**src/rtl/cpu_ctrl_fsm.sv**
```systemverilog
// Multi-cycle control FSM for cpu_top: fetch/decode/exec/mem/wb sequencing.
// In: clk, rst, start, opcode, alu_zero, mem_ack. Out: datapath enables/selects, halted/fault, state_o, instr_count.
module cpu_ctrl_fsm #(
  parameter int MEM_TIMEOUT = 16,
  parameter int CNT_W       = 16
) (
  input  logic             clk,
  input  logic             rst,
  input  logic             start,
  input  logic [3:0]       opcode,
  input  logic             alu_zero,
  input  logic             mem_ack,
  output logic             mem_req,
  output logic             mem_we,
  output logic             addr_sel,
  output logic             ir_we,
  output logic             pc_we,
  output logic [1:0]       pc_src,
  output logic [2:0]       alu_op,
  output logic             alu_src_imm,
  output logic             reg_we,
  output logic             wb_sel,
  output logic             halted,
  output logic             fault,
  output logic [2:0]       state_o,
  output logic [CNT_W-1:0] instr_count
);

  localparam int WD_W = $clog2(MEM_TIMEOUT);

  typedef enum logic [2:0] {
    S_IDLE   = 3'd0,
    S_FETCH  = 3'd1,
    S_DECODE = 3'd2,
    S_EXEC   = 3'd3,
    S_MEM    = 3'd4,
    S_WB     = 3'd5,
    S_HALT   = 3'd6,
    S_FAULT  = 3'd7
  } state_t;

  state_t          state;
  state_t          nxt;
  logic            retire;
  logic [WD_W-1:0] wd;
  logic            wait_cyc;
  logic            wd_expire;

  logic op_nop, op_add, op_sub, op_and, op_or;
  logic op_addi, op_ld, op_st, op_beq, op_jmp, op_hlt;
  logic op_alu, op_illegal;

  assign op_nop  = (opcode == 4'h0);
  assign op_add  = (opcode == 4'h1);
  assign op_sub  = (opcode == 4'h2);
  assign op_and  = (opcode == 4'h3);
  assign op_or   = (opcode == 4'h4);
  assign op_addi = (opcode == 4'h5);
  assign op_ld   = (opcode == 4'h6);
  assign op_st   = (opcode == 4'h7);
  assign op_beq  = (opcode == 4'h8);
  assign op_jmp  = (opcode == 4'h9);
  assign op_hlt  = (opcode == 4'hF);
  assign op_alu  = op_add | op_sub | op_and | op_or;
  assign op_illegal = (opcode >= 4'hA) && (opcode <= 4'hE);

  // Request is always up in FETCH/MEM, so a wait cycle is simply no ack there.
  assign wait_cyc  = ((state == S_FETCH) || (state == S_MEM)) && !mem_ack;
  // Expire on the MEM_TIMEOUT-th consecutive wait cycle; an ack then still wins.
  assign wd_expire = wait_cyc && (wd == WD_W'(MEM_TIMEOUT - 1));

  always_comb begin
    nxt    = state;
    retire = 1'b0;
    case (state)
      S_IDLE:   if (start) nxt = S_FETCH;
      S_FETCH: begin
        if (mem_ack)        nxt = S_DECODE;
        else if (wd_expire) nxt = S_FAULT;
      end
      S_DECODE: begin
        if (op_nop || op_jmp) begin
          nxt    = S_FETCH;
          retire = 1'b1;
        end else if (op_hlt) begin
          nxt    = S_HALT;
          retire = 1'b1;
        end else if (op_illegal) begin
          nxt = S_FAULT;
        end else begin
          nxt = S_EXEC;
        end
      end
      S_EXEC: begin
        if (op_beq) begin
          nxt    = S_FETCH;
          retire = 1'b1;
        end else if (op_ld || op_st) begin
          nxt = S_MEM;
        end else begin
          nxt = S_WB;
        end
      end
      S_MEM: begin
        if (mem_ack) begin
          if (op_st) begin
            nxt    = S_FETCH;
            retire = 1'b1;
          end else begin
            nxt = S_WB;
          end
        end else if (wd_expire) begin
          nxt = S_FAULT;
        end
      end
      S_WB: begin
        nxt    = S_FETCH;
        retire = 1'b1;
      end
      S_HALT:   nxt = S_HALT;
      S_FAULT:  nxt = S_FAULT;
      default:  nxt = S_FAULT;
    endcase
  end

  always_ff @(posedge clk or posedge rst) begin
    if (rst) begin
      state       <= S_IDLE;
      wd          <= '0;
      instr_count <= '0;
    end else begin
      state <= nxt;
      if (wait_cyc && !wd_expire) wd <= wd + 1'b1;
      else                        wd <= '0;
      if (retire) instr_count <= instr_count + 1'b1;
    end
  end

  always_comb begin
    mem_req     = 1'b0;
    mem_we      = 1'b0;
    addr_sel    = 1'b0;
    ir_we       = 1'b0;
    pc_we       = 1'b0;
    pc_src      = 2'd0;
    alu_op      = 3'b000;
    alu_src_imm = 1'b0;
    reg_we      = 1'b0;
    wb_sel      = 1'b0;
    halted      = 1'b0;
    fault       = 1'b0;
    case (state)
      S_FETCH: begin
        mem_req = 1'b1;
        if (mem_ack) begin
          ir_we = 1'b1;
          pc_we = 1'b1;
        end
      end
      S_DECODE: begin
        if (op_jmp) begin
          pc_we  = 1'b1;
          pc_src = 2'd2;
        end
      end
      S_EXEC: begin
        unique case (1'b1)
          op_sub, op_beq: alu_op = 3'b001;
          op_and:         alu_op = 3'b010;
          op_or:          alu_op = 3'b011;
          default:        alu_op = 3'b000;
        endcase
        if (op_addi || op_ld || op_st) alu_src_imm = 1'b1;
        if (op_beq && alu_zero) begin
          pc_we  = 1'b1;
          pc_src = 2'd1;
        end
      end
      S_MEM: begin
        mem_req  = 1'b1;
        addr_sel = 1'b1;
        mem_we   = op_st;
      end
      S_WB: begin
        reg_we = 1'b1;
        wb_sel = op_ld;
      end
      S_HALT:  halted = 1'b1;
      S_FAULT: fault  = 1'b1;
      default: ;
    endcase
  end

  assign state_o = state;

  logic unused_ok;
  assign unused_ok = op_alu;

endmodule

```
**config.mk**
```make
export PLATFORM = sky130hd
export DESIGN_NAME = cpu_ctrl_fsm
export DESIGN_NICKNAME = d
export VERILOG_FILES = /design/src/rtl/cpu_ctrl_fsm.sv
export SDC_FILE = /design/constraint.sdc
export NUM_CORES = 1
export LEC_CHECK = 0
export ABC_AREA = 1
export CAP_MARGIN = 0
export CORE_MARGIN = 1.5
export CORE_UTILIZATION = 49
export CTS_CLUSTER_DIAMETER = 30
export DETAILED_ROUTE_END_ITERATION = 10
export PLACE_DENSITY = 0.76
export SLEW_MARGIN = 10
export SYNTH_ARGS = -nofsm -noshare
export SYNTH_HDL_FRONTEND = slang
export SYNTH_SLANG_ARGS = --single-unit
export TNS_END_PERCENT = 100
```
**constraint.sdc**
```tcl
create_clock -name clk -period 1.5 [get_ports clk]
set_input_delay 0.15 -clock clk [delete_from_list [all_inputs] [get_ports clk]]
set_output_delay 0.15 -clock clk [all_outputs]
set_load 0.05 [all_outputs]
```
==> results.cfg <==
[clocking]
clock-sinks = 23
cts_tree = done
clk_pin_slew_ns = 0.13
clockBufferDepth = 2
cts_made_buffers = 3
cts_hold_buf = 0
insertion_delay_ns = 0.33
h-tree-depth = 1
clockRootBuffer = clkbuf_4

[floorplanning]
core_mm2 = 0.003311
pin_count = 43
die-area_mm2 = 0.003774
start_util_pct = 50.53
die-width_um = 61.43
die_h_um = 61.43
num_rows = 21

[synth]
synthXorXnorAreaFrac_pct = 6.806
synthSimpleGateAreaFrac_pct = 46.82
synth_seq_area_share_pct = 34.41
synth_mux_area_share_pct = 0
synth_fa_ha_area_share_pct = 1.496
synthDistinctLibCells = 29
syn_area_mm2 = 0.001673
synth.avg_cell_area_um2 = 7.180
syn-num-nets = 244
ys_seq_elements = 23
synth_warnings = 0
synth_top_family_by_area = simple AND/OR/NAND/NOR gates
postSynthCellCount = 233
synth_compound_gate_area_share_pct = 2.693

[drt]
viasPerCell = 6.490
dr.pass1.iters = 7
drc = 0
drtAntennaViolNets = 0
vias = 2505
wirelength_um = 8920
wire_per_inst_um = 23.11
drt_iter0_drc = 614

[placement]
io_buffer_count = 41
gp_congestion = 0.8968
dp.final_hpwl_um = 3719
pre_cts_ws_ns = -0.3790

[worst_setup_path]
crit_type = register to register
crit_chain = nand2_2 -> nor2_4 -> buf_12 -> nand4_4 -> buf_4 -> buf_4 -> buf_4 -> nand4_1 -> nand2_1
cp_top_family = simple AND/OR/NAND/NOR gates
crit_slowest_cell = dfrtp_2
critical_path_arrival_ns = 2.14
critical_path_buf_inv_count = 4
crit_top_cell = buf_4
slowest_delay_ns = 0.47
cp_max_fo = 8
endpoint_kind = register
required_ns = 1.70
start_kind = register

[timing]
fin_skew_ns = 0.007178
layout_min_cycle_time_ns = 1.934
finalHoldViolations = 0
fmaxAchievable_mhz = 517.0
rsz0062_at_grt = true
slew_viol_final = 0
holdWs_ns = 0.1691
setup_slack_ns = -0.4341
setup_viol = 37
post-route-period-util_pct = 128.9

[cells_and_area]
drive_gt1_share_pct = 46.18
fin_nets = 352
syn2layout_area_growth_pct = 88.56
final_common_cell = nand2_1
layout_common_cells = 64 x nand2_1, 62 x buf_4, 27 x buf_12, 22 x nor2_1, 19 x nand4_1
fillCellCount = 85
insertedDiodeCount = 0

[power]
p_clk_share_pct = 6.9
total_power_w = 0.004365
sequentialPowerShare_pct = 21.4
p_int_w = 0.002203
p_per_area_mw_per_mm2 = 1384
switching_share_pct = 49.54
vdd_drop_max_mv = 1.537
pwr-share-comb_pct = 71.7
p_leak_nw = 1.507
switching_power_w = 0.002162

[grt]
antenna_found_initial = 0
gr-usage-all-layers_pct = 32.09
grt_overflow = 0
grt_first_pass_wirelength_um = 8838
grt_start_max_net_pins = 24
grt_pass1_vias = 1920

[min_path]
holdCritPathClass = primary input to asynchronous set/reset pin

[status]
violations = setup timing
status = finished, violations left

[job]
maxCapViolCount = 0
[power groups by stage]
stage / registers [W] / logic (W) / clock network, W
after floorplan: 0.00118 / 0.000993 / 0
after global placement: 0.000922 / 0.00201 / 0
after detailed placement: 0.000924 / 0.00204 / 0
after CTS: 0.000909 / 0.00234 / 0.000296
after global routing: 0.000927 / 0.00324 / 0.000316
final: 0.000933 / 0.00313 / 0.000302
[cells by family (layout without fill, tap and decap cells)]
logic type	after synthesis	count (layout)
compound gates	8	8
xor+xnor	13	13
fa+ha+maj	2	2
buf+inv	27	134
flops	23	23
other cells	1	1
simple gates	159	159
[layout make-up]
class,instances,area (um^2),share of cell area (%)
multi-input combinational,183,1165,36.93
inverter,21,100.1,3.173
clock inverter,1,5.005,0.1587
sequential,23,585.6,18.56
clock buffer,3,22.52,0.7140
tap,46,57.56,1.825
timing repair buffer,109,1219,38.64
[synthesized netlist by cell type, drive strengths merged]
cell	count	area share (%)
nand2	74	18
nor2	37	11
dfrtp	23	34
inv	21	4.7
nand3	20	7.3
nand4	20	8.4
xnor2	7	3.7
buf	6	2.8
xor2	6	3.1
a21oi	4	1.2
nor3	3	0.90
ha	2	1.5
nand3b	2	0.90
nor4	2	0.75
o21ai	2	0.60
a31oi	1	0.37
and2	1	0.37
conb	1	0.22
o2111ai	1	0.52
[repair_timing]
item                                   CTS  global route
pin swaps                                8            16
gates resized for setup                 15            32
setup endpoints to repair               28            36
buffers inserted                        17            19
endpoints found under the hold margin    0             0
[final timing paths]
check | startpoint | end | slack [ns] | cells after the start
setup / recovery | state_o[0] | instr_count[9] | -0.43 | 9
hold / removal | rst | wd[1] | 0.17 | 3
setup reg to reg | state_o[0] | instr_count[9] | -0.43 | 9
hold reg to reg | wd[0] | wd[0] | 0.57 | 1
max in group asynchronous | rst | state_o[2] | 1.07 | 3
min in group clk | start | state_o[0] | 0.46 | 3
[registers in the layout (all words and copies together) (netlist names)]
| register | flops |
|---|---|
| instr_count | 16 |
| state_o | 3 |
| wd | 4 |
[per-layer routing]
metal  vias up  GRT usage (%)  share of wire, %
met2       282          59.88                46
met1      1142          35.97                32
li1        971              -                 -
met3       110          5.672                12
met4         0          12.46               9.6
met5         -              0                 0
[through the flow]
stage | utilization (%) | instance area (um^2) | setup TNS, ns | instances
2_1_floorplan | - | 1798 | -1.640 | 233
3_3_place_gp | 81.52 | 2699 | -5.920 | 349
3_5_place_dp | 81.52 | 2699 | -7.273 | 349
4_1_cts | 87.53 | 2898 | -3.482 | 370
5_1_grt | 95.28 | 3154 | -10.57 | 386
6_report | 95.28 | 3154 | -9.550 | 386
[worst reg2reg max path, cell delays in order, from the launching register on]
cell and delay (ns):
dfrtp_2 0.47, nand2_2 0.12, nor2_4 0.17, buf_12 0.13, nand4_4 0.13, buf_4 0.18, buf_4 0.15, buf_4 0.17
nand4_1 0.16, nand2_1 0.13
No activity file was read; power rests on OpenSTA's default activity.
